`config.mk`:
```
export PLATFORM = sky130hd
export DESIGN_NAME = mem_port_arbiter_flat
export DESIGN_NICKNAME = d
export VERILOG_FILES = /design/src/rtl/mem_port_arbiter_if.sv /design/src/rtl/mem_port_arbiter.sv /design/src/flat_wrapper.sv
export SDC_FILE = /design/constraint.sdc
export NUM_CORES = 1
export LEC_CHECK = 0
export CAP_MARGIN = 5
export CORE_MARGIN = 2
export CORE_UTILIZATION = 46
export DETAILED_ROUTE_END_ITERATION = 16
export MAX_ROUTING_LAYER = met4
export PLACE_DENSITY = 0.84
export SLEW_MARGIN = 15
export SYNTH_ARGS = -nofsm -noshare
export SYNTH_HDL_FRONTEND = slang
export SYNTH_SLANG_ARGS = --single-unit
```
`constraint.sdc`:
```
create_clock -name clk -period 6.2 [get_ports clk]
set_clock_uncertainty 0.05 [all_clocks]
set_input_delay 0.93 -clock clk [delete_from_list [all_inputs] [get_ports clk]]
set_output_delay 0.93 -clock clk [all_outputs]
set_load 0.01 [all_outputs]
```
`src/rtl/mem_port_arbiter_if.sv`:
```
// rtl/mem_port_arbiter_if.sv - bus bundle between requesters, arbiter and Memoria32
//
// Purpose: groups the fetch port, load/store port and memory pins shared by
// mem_port_arbiter into one interface.
//   slave  modport : the arbiter's view (requests and mem_rdata in; acks,
//                    rdata and memory pins out)
//   master modport : the environment's view (processor requesters plus memory)
// Signals:
//   if_req/if_addr/if_ack/if_rdata            instruction fetch port (read only)
//   d_req/d_we/d_addr/d_wdata/d_ack/d_rdata   load/store port
//   mem_raddr/mem_waddr/mem_wdata/mem_wr      to Memoria32
//   mem_rdata                                 from Memoria32

interface mem_port_arbiter_if #(
  parameter int AW = 32,
  parameter int DW = 32
);
  logic          if_req;
  logic [AW-1:0] if_addr;
  logic          if_ack;
  logic [DW-1:0] if_rdata;

  logic          d_req;
  logic          d_we;
  logic [AW-1:0] d_addr;
  logic [DW-1:0] d_wdata;
  logic          d_ack;
  logic [DW-1:0] d_rdata;

  logic [AW-1:0] mem_raddr;
  logic [AW-1:0] mem_waddr;
  logic [DW-1:0] mem_wdata;
  logic          mem_wr;
  logic [DW-1:0] mem_rdata;

  modport slave (
    input  if_req, if_addr,
    output if_ack, if_rdata,
    input  d_req, d_we, d_addr, d_wdata,
    output d_ack, d_rdata,
    output mem_raddr, mem_waddr, mem_wdata, mem_wr,
    input  mem_rdata
  );

  modport master (
    output if_req, if_addr,
    input  if_ack, if_rdata,
    output d_req, d_we, d_addr, d_wdata,
    input  d_ack, d_rdata,
    input  mem_raddr, mem_waddr, mem_wdata, mem_wr,
    output mem_rdata
  );
endinterface

```
`src/rtl/mem_port_arbiter.sv`:
```
// rtl/mem_port_arbiter.sv - round-robin arbiter sharing one Memoria32 between fetch and load/store
//
// Purpose: serialises instruction-fetch reads and data reads/writes onto a
// single synchronous memory. Round-robin on contention, IF wins the first tie
// after reset. Reads wait RD_LAT cycles (legal 1..4) after the address is
// registered before mem_rdata is captured. Every output is a flop.
// Ports:
//   clk   in  rising-edge clock
//   nrst  in  asynchronous active-low reset; aborts any transaction in flight
//   bus   slave modport of mem_port_arbiter_if (requester ports + memory pins)

module mem_port_arbiter #(
  parameter int AW     = 32,
  parameter int DW     = 32,
  parameter int RD_LAT = 1
) (
  input  logic                clk,
  input  logic                nrst,
  mem_port_arbiter_if.slave   bus
);

  typedef enum logic [1:0] {
    IDLE  = 2'd0,
    READ  = 2'd1,
    WRITE = 2'd2
  } state_t;

  typedef enum logic {
    OWN_IF = 1'b0,
    OWN_D  = 1'b1
  } owner_t;

  state_t        state;
  state_t        state_next;
  owner_t        owner;
  owner_t        last_grant;
  logic [2:0]    cnt;

  logic          if_ack_q;
  logic          d_ack_q;
  logic [DW-1:0] if_rdata_q;
  logic [DW-1:0] d_rdata_q;
  logic [AW-1:0] mem_raddr_q;
  logic [AW-1:0] mem_waddr_q;
  logic [DW-1:0] mem_wdata_q;
  logic          mem_wr_q;

  logic          if_elig;
  logic          d_elig;
  logic          grant_if;
  logic          grant_d;
  logic          rd_done;

  // Address LSBs are dropped: all accesses are whole words.
  logic          unused_addr_lsbs;
  assign unused_addr_lsbs = ^{bus.if_addr[1:0], bus.d_addr[1:0]};

  // A requester whose ack is high this cycle is still holding req from the
  // finished transaction; that req must not start a second one.
  assign if_elig = bus.if_req & ~if_ack_q;
  assign d_elig  = bus.d_req  & ~d_ack_q;

  // State register
  always_ff @(posedge clk or negedge nrst) begin
    if (!nrst) begin
      state <= IDLE;
    end else begin
      state <= state_next;
    end
  end

  // Next state and grant decisions
  always_comb begin
    state_next = state;
    grant_if   = 1'b0;
    grant_d    = 1'b0;
    rd_done    = 1'b0;
    case (state)
      IDLE: begin
        if (if_elig && d_elig) begin
          // Contention: the port that did not win last time goes first.
          if (last_grant == OWN_D) begin
            grant_if = 1'b1;
          end else begin
            grant_d = 1'b1;
          end
        end else if (if_elig) begin
          grant_if = 1'b1;
        end else if (d_elig) begin
          grant_d = 1'b1;
        end

        if (grant_if || (grant_d && !bus.d_we)) begin
          state_next = READ;
        end else if (grant_d) begin
          state_next = WRITE;
        end
      end
      READ: begin
        // cnt is loaded with RD_LAT at the grant edge, so reaching 1 here
        // means this edge is grant + RD_LAT: mem_rdata is valid now.
        if (cnt == 3'd1) begin
          rd_done    = 1'b1;
          state_next = IDLE;
        end
      end
      WRITE: begin
        state_next = IDLE;
      end
      default: begin
        state_next = IDLE;
      end
    endcase
  end

  // Datapath: latched request, memory pins, read capture and acks
  always_ff @(posedge clk or negedge nrst) begin
    if (!nrst) begin
      owner       <= OWN_IF;
      last_grant  <= OWN_D;
      cnt         <= 3'd0;
      if_ack_q    <= 1'b0;
      d_ack_q     <= 1'b0;
      if_rdata_q  <= '0;
      d_rdata_q   <= '0;
      mem_raddr_q <= '0;
      mem_waddr_q <= '0;
      mem_wdata_q <= '0;
      mem_wr_q    <= 1'b0;
    end else begin
      // Acks are single-cycle pulses.
      if_ack_q <= 1'b0;
      d_ack_q  <= 1'b0;

      if (grant_if) begin
        owner       <= OWN_IF;
        last_grant  <= OWN_IF;
        mem_raddr_q <= {bus.if_addr[AW-1:2], 2'b00};
        cnt         <= 3'(RD_LAT);
      end

      if (grant_d) begin
        owner      <= OWN_D;
        last_grant <= OWN_D;
        if (bus.d_we) begin
          mem_waddr_q <= {bus.d_addr[AW-1:2], 2'b00};
          mem_wdata_q <= bus.d_wdata;
          mem_wr_q    <= 1'b1;
        end else begin
          mem_raddr_q <= {bus.d_addr[AW-1:2], 2'b00};
          cnt         <= 3'(RD_LAT);
        end
      end

      if (state == READ) begin
        cnt <= cnt - 3'd1;
      end

      if (rd_done) begin
        if (owner == OWN_IF) begin
          if_rdata_q <= bus.mem_rdata;
          if_ack_q   <= 1'b1;
        end else begin
          d_rdata_q <= bus.mem_rdata;
          d_ack_q   <= 1'b1;
        end
      end

      // The memory commits the write on the edge that leaves WRITE.
      if (state == WRITE) begin
        mem_wr_q <= 1'b0;
        d_ack_q  <= 1'b1;
      end
    end
  end

  assign bus.if_ack    = if_ack_q;
  assign bus.if_rdata  = if_rdata_q;
  assign bus.d_ack     = d_ack_q;
  assign bus.d_rdata   = d_rdata_q;
  assign bus.mem_raddr = mem_raddr_q;
  assign bus.mem_waddr = mem_waddr_q;
  assign bus.mem_wdata = mem_wdata_q;
  assign bus.mem_wr    = mem_wr_q;

endmodule

```
`src/flat_wrapper.sv`:
```
// flat-port wrapper written by rule: the top's interface ports become plain ports
module mem_port_arbiter_flat 
#(
  parameter int AW     = 32,
  parameter int DW     = 32,
  parameter int RD_LAT = 1
)
  (clk, nrst, bus_if_req, bus_if_addr, bus_if_ack, bus_if_rdata, bus_d_req, bus_d_we, bus_d_addr, bus_d_wdata, bus_d_ack, bus_d_rdata, bus_mem_raddr, bus_mem_waddr, bus_mem_wdata, bus_mem_wr, bus_mem_rdata);
  mem_port_arbiter_if #(.AW(AW), .DW(DW)) bus_i ();
  input  logic clk;
  input  logic nrst;
  input wire logic [$bits(bus_i.if_req)-1:0] bus_if_req;
  input wire logic [$bits(bus_i.if_addr)-1:0] bus_if_addr;
  output wire logic [$bits(bus_i.if_ack)-1:0] bus_if_ack;
  output wire logic [$bits(bus_i.if_rdata)-1:0] bus_if_rdata;
  input wire logic [$bits(bus_i.d_req)-1:0] bus_d_req;
  input wire logic [$bits(bus_i.d_we)-1:0] bus_d_we;
  input wire logic [$bits(bus_i.d_addr)-1:0] bus_d_addr;
  input wire logic [$bits(bus_i.d_wdata)-1:0] bus_d_wdata;
  output wire logic [$bits(bus_i.d_ack)-1:0] bus_d_ack;
  output wire logic [$bits(bus_i.d_rdata)-1:0] bus_d_rdata;
  output wire logic [$bits(bus_i.mem_raddr)-1:0] bus_mem_raddr;
  output wire logic [$bits(bus_i.mem_waddr)-1:0] bus_mem_waddr;
  output wire logic [$bits(bus_i.mem_wdata)-1:0] bus_mem_wdata;
  output wire logic [$bits(bus_i.mem_wr)-1:0] bus_mem_wr;
  input wire logic [$bits(bus_i.mem_rdata)-1:0] bus_mem_rdata;
  assign bus_i.if_req = bus_if_req;
  assign bus_i.if_addr = bus_if_addr;
  assign bus_if_ack = bus_i.if_ack;
  assign bus_if_rdata = bus_i.if_rdata;
  assign bus_i.d_req = bus_d_req;
  assign bus_i.d_we = bus_d_we;
  assign bus_i.d_addr = bus_d_addr;
  assign bus_i.d_wdata = bus_d_wdata;
  assign bus_d_ack = bus_i.d_ack;
  assign bus_d_rdata = bus_i.d_rdata;
  assign bus_mem_raddr = bus_i.mem_raddr;
  assign bus_mem_waddr = bus_i.mem_waddr;
  assign bus_mem_wdata = bus_i.mem_wdata;
  assign bus_mem_wr = bus_i.mem_wr;
  assign bus_i.mem_rdata = bus_mem_rdata;
  mem_port_arbiter #(.AW(AW), .DW(DW), .RD_LAT(RD_LAT)) u_core (.clk(clk), .nrst(nrst), .bus(bus_i));
endmodule
```
==> out/summary.txt, run 1 <==
Yosys top cell by area: dfrtp_1
largest fanout on the critical path: 36
largest net degree at the start of global routing: 102
Sw Pwr: 1.799 mW
Setup TNS Final: 0 ns
Rows: 44
layout cells sized above 1: 0.2228
crit share post-route: 0.5534
Simple-Gate Fraction of Synth Area: 0.07580
Post-Synth Adder-Cell Area: 0.003698
wire length per cell: 19.81 um
PwrDens: 539.6 nW/um^2
CTS Buf Count: 17
PortBufs: 289
Syn Inst Count: 495
io pins: 296
worst slack at placement: 2.100 ns
Clk pwr share: 0.188
Pleak: 4.215 nW
CP Capture Type: register
sequential share of power: 0.352
Synth Area in Compound Gates: 0.05435
CTS max path bufs: 2
clock sink count: 168
top post-synthesis cells by area: dfrtp_1, mux2_2, a31oi_1
GP Congestion: 0.8424
number of synthesized register bits: 168
Die X: 125.3 um
Post-DP HPWL: 13120 um
GRT Util Overall: 0.2506
detailed-route via count: 5348
setup violators final: 0
Max VDD drop: 0.3192 mV
Die H: 125.3 um
Logic pwr share: 0.459
CTS tree: done
Int Pwr: 3.794 mW
first-pass GRT wire length: 30030 um
CTS clk-pin slew, worst paths: 0.06 ns
die area: 15700 um^2
Post-CTS Resized: 0
Max Cap Viol: 0
worst skew pair latency: 0.41 ns
Main synth FF type: dfrtp_1
Hold-fix buffers, CTS: 0
mux cell area share after synthesis: 0.2097
Critical Path AT: 3.68 ns
First-pass DRT Iterations: 5
CTS root buf: clkbuf_16
H-tree depth: 4
Synth warnings: 0
# DRC: 0
most frequent cell after synthesis: dfrtp_1
DR vias/cell: 5.542
Mapped Avg Cell Area: 13.67 um^2
synth cell count leaders: dfrtp_1, mux2_2, nand3_1
P&R area growth vs syn: 53.15%
Post-synth EDFFs: 0
Post-CTS Setup Repair Bufs: 0
Fmax: 0.2914 GHz
critical path type: primary input to register
RSZ-0062 raised after global routing: no
fin. max-slew vios: 0
Worst slew margin: 0.3936
hold crit path type: register to register
final worst setup slack: 2.769 ns
cell area after synthesis: 6768 um^2
Unique masters post-synth: 35
overall routed net length: 19120 um
post-synth top area share: 0.6175
minimum clock period: 3.431 ns
largest family of logic cells by synthesized area: multiplexers
Initial Util: 0.4674
Final Hold Viols: 0
grt ovf: 0
Tightest Pin Transition: 0.9096 ns
antenna viol nets, final: 0
Nets: 903
sequential area share after synthesis: 0.6214
switch share: 0.3216
core region area: 14480 um^2
1st-iter DRT viols: 320
outcome: finished clean
Worst EP required: 6.45 ns
Startpoint Class: primary input
ANT cells: 0
post-synthesis xor/xnor area fraction: 0.002588
vias in the first global route: 5636
Post-synth ARST share: 1.000
antenna violations before repair: 0
==> worst max-delay path: stages <==
cell and delay, ns:
clkdlybuf4s50_1 0.51, or4b_2 0.99, or3_2 0.91, a41o_1 0.33
==> power groups by stage <==
| stage | clock network, mW | logic (mW) | registers [mW] |
|---|---|---|---|
| 2_1_floorplan | 0 | 0.912 | 2.18 |
| 3_3_place_gp | 0 | 2.51 | 1.93 |
| 3_5_place_dp | 0 | 2.57 | 1.98 |
| 4_1_cts | 1.07 | 2.59 | 1.97 |
| 5_1_grt | 1.13 | 2.72 | 2.04 |
| 6_report | 1.05 | 2.57 | 1.97 |
==> through the flow <==
step                      instance area [um^2]  power (mW)  utilization  hold WS, ns  instances
after floorplan                           6771       3.096            -       0.4332        496
after global placement                    9761       4.444       0.6741       0.4174        933
after detailed placement                  9761       4.550       0.6741       0.4215        933
after CTS                                10350       5.632       0.7151       0.4405        965
after global routing                     10360       5.883       0.7159       0.4701        965
final                                    10360       5.593       0.7159       0.4408        965
==> state kept, by name (all words and copies together), names as in the netlist, 2 cells and up <==
signal,flops
u_core.cnt,3
u_core.bus.mem_wdata,32
u_core.state,2
u_core.bus.mem_waddr,30
u_core.bus.d_rdata,32
u_core.bus.mem_raddr,32
u_core.bus.if_rdata,32
==> cell families after synthesis <==
logic type	after synthesis
compound gates	64
other cells	1
mux	126
buf+inv	46
xor+xnor	2
fa+ha+maj	2
flops	168
simple gates	86
==> area by class of cell <==
type,count,area [um^2]
flip-flops and latches,168,4205
fillers,991,4114
repair buffers,296,2947
multi-input cells,282,2379
clock buffers,22,474.2
well taps,184,230.2
clock inverters,10,118.9
inverters,3,11.26
==> worst paths after layout <==
kind	from	end	slack (ns)	cells after the start
max	bus_d_req	u_core.cnt[1]	2.77	4
min	u_core.bus.mem_wr	u_core.bus.mem_wr	0.44	2
max reg2reg	u_core.state[1]	u_core.cnt[1]	3.22	3
min reg2reg	u_core.bus.mem_wr	u_core.bus.mem_wr	0.44	2
max in group asynchronous	nrst	u_core.bus.d_rdata[5]	4.09	2
min in group asynchronous	nrst	u_core.bus.d_rdata[20]	0.54	1
==> cells in the final DEF, fill, tap and decap left out, drive strengths merged <==
master	count
a31oi	30
a41o	1
and3	3
and3b	1
buf	8
bufinv	2
clkbuf	22
clkdlybuf4s50	288
clkinv	4
clkinvlp	3
conb	2
dfrtp	167
dfstp	1
ha	2
inv	4
mux2	126
nand2	5
nand2b	2
nand3	32
nand3b	2
nand4b	1
nor2	1
nor2b	1
nor3b	2
nor4	30
nor4b	2
o211ai	1
o21a	1
o21ai	31
or3	1
or3b	1
or4b	2
xnor2	2
==> per-layer routing <==
metal  share of wire  routed length (um)  up-vias  track usage
met5               0                   0        -            -
met4           0.025                 480        0      0.09281
met3           0.085                1622       39      0.07488
met2            0.51                9781      292       0.4182
met1            0.38                7237     2659       0.2873
li1                -                   -     2358            -
(Power assumes the default switching activity.)
==> run 2: changes to the inputs <==
- CORE_UTILIZATION: 46 -> 42
- PLACE_DENSITY: 0.84 -> 0.77
- clock period: 6.2 -> 3.3 ns (I/O delays scaled with it)
==> out/summary.txt, run 2 (synthesized netlist as in run 1, its figures left out) <==
Logic pwr share: 0.454
Fmax: 0.4178 GHz
Nets: 908
r2r endpoint: u_core.bus.mem_raddr[26]
grt met1 use: 0.2655
overall routed net length: 19820 um
hold crit path type: primary input to asynchronous set/reset pin
Reg area: 4205 um^2
Int Pwr: 7.329 mW
Worst EP required: 3.58 ns
fin. max-slew vios: 0
critical path type: primary input to register
P&R area growth vs syn: 55.11%
design area: 10500 um^2
total power: 10.73 mW
Max VDD drop: 0.5935 mV
met2 usage: 0.3898
GRT Util Overall: 0.2342
# DRC: 0
slowest stage delay, CP: 0.69 ns
PwrDens: 1022 nW/um^2
GP Congestion: 0.7938
antenna violations before repair: 0
Die H: 130.9 um
Rows: 46
setup violators final: 0
Die X: 130.9 um
first-pass GRT wire length: 29460 um
worst slack at placement: 0.4805 ns
core region area: 15830 um^2
CTS tree: done
largest net degree at the start of global routing: 69
most common cell after layout, fill and taps aside: clkdlybuf4s50_1
CTS Buf Count: 17
crit path launch: bus_d_req
Setup TNS Final: 0 ns
reg2reg path depth: 4
clock sink count: 168
sequential share of power: 0.344
outcome: finished clean
Worst slew margin: 0.5111
Critical Path AT: 2.67 ns
H-tree depth: 4
vias in the first global route: 5720
Post-CTS Resized: 0
Post-DP HPWL: 14060 um
Tightest Pin Transition: 0.7334 ns
final worst setup slack: 0.9068 ns
met3 Resource Use GR: 0.07736
wire length per cell: 19.78 um
Final Hold Viols: 0
critical path's slowest cell: or3_1
1st-iter DRT viols: 194
CP Capture Type: register
flop-to-flop setup slack: 0.91 ns
PortBufs: 289
Max Cap Viol: 0
RSZ-0062 raised after global routing: no
worst skew pair latency: 0.41 ns
Sw Pwr: 3.399 mW
Initial Util: 0.4276
Pleak: 4.259 nW
post-route core utilization: 0.6632
layout cells sized above 1: 0.2214
antenna viol nets, final: 0
R2R Path Start: u_core.state[1]
CTS root buf: clkbuf_16
ANT cells: 0
CTS max path bufs: 2
grt ovf: 0
busiest metal layer after global routing: met2
io pins: 296
crit share post-route: 0.7252
Clk pwr share: 0.203
# fillers: 1179
Hold-fix buffers, CTS: 0
CP cell instances: clkdlybuf4s50_1 -> or4b_1 -> or3_1 -> buf_4 -> a31oi_1
Placed Area: 9851 um^2
CTS clk-pin slew, worst paths: 0.06 ns
most frequent cells in the layout: clkdlybuf4s50_1, dfrtp_1, mux2_2
detailed-route via count: 5370
Startpoint Class: primary input
largest fanout on the critical path: 20
DR vias/cell: 5.359
Multi-input gate area: 2367 um^2
Post-CTS Setup Repair Bufs: 0
die area: 17150 um^2
First-pass DRT Iterations: 4
switch share: 0.3168
minimum clock period: 2.393 ns
==> run 2: worst max-delay path, delay by kind of cell <==
family	cells	cell delay (ns)
compound gates	1	0.18
simple gates	2	1.15
buf+inv	2	0.85
==> run 2: through the flow <==
stage	hold WS [ns]	instances
6_report	0.02332	1002
5_1_grt	0.05518	1002
4_1_cts	0.03166	1002
3_5_place_dp	0.4266	970
3_3_place_gp	0.4184	970
2_1_floorplan	0.1494	496
==> run 2: area by class of cell <==
| cell class | count | area share |
|---|---|---|
| sequential | 168 | 0.4006 |
| timing repair buffer | 301 | 0.2855 |
| clock inverter | 11 | 0.01871 |
| clock buffer | 21 | 0.04291 |
| multi-input combinational | 282 | 0.2255 |
| tap | 216 | 0.02574 |
| inverter | 3 | 0.001073 |
==> run 2: routing by layer <==
metal | vias to the layer above | wire length (um)
li1 | 2365 | -
met1 | 2706 | 7575
met2 | 262 | 10110
met3 | 37 | 1642
met4 | 0 | 487
met5 | - | 0
==> run 2: power groups by stage <==
stage	Clock [mW]	Sequential [mW]	Combinational, mW
2_1_floorplan	0	4.10	1.71
5_1_grt	2.31	3.81	5.19
3_3_place_gp	0	3.64	4.75
3_5_place_dp	0	3.71	4.89
4_1_cts	2.22	3.69	4.92
6_report	2.18	3.69	4.87
==> run 2: worst max path at each step <==
stage	end	slack, ns	cells after the start
2_1_floorplan	u_core.bus.mem_raddr[23]	1.35	7
4_1_cts	u_core.bus.mem_raddr[26]	0.92	4
3_5_place_dp	u_core.bus.mem_raddr[17]	0.48	5
5_1_grt	u_core.bus.mem_raddr[26]	0.78	4
3_3_place_gp	u_core.bus.mem_raddr[23]	0.56	5
6_report	u_core.bus.mem_raddr[26]	0.91	5
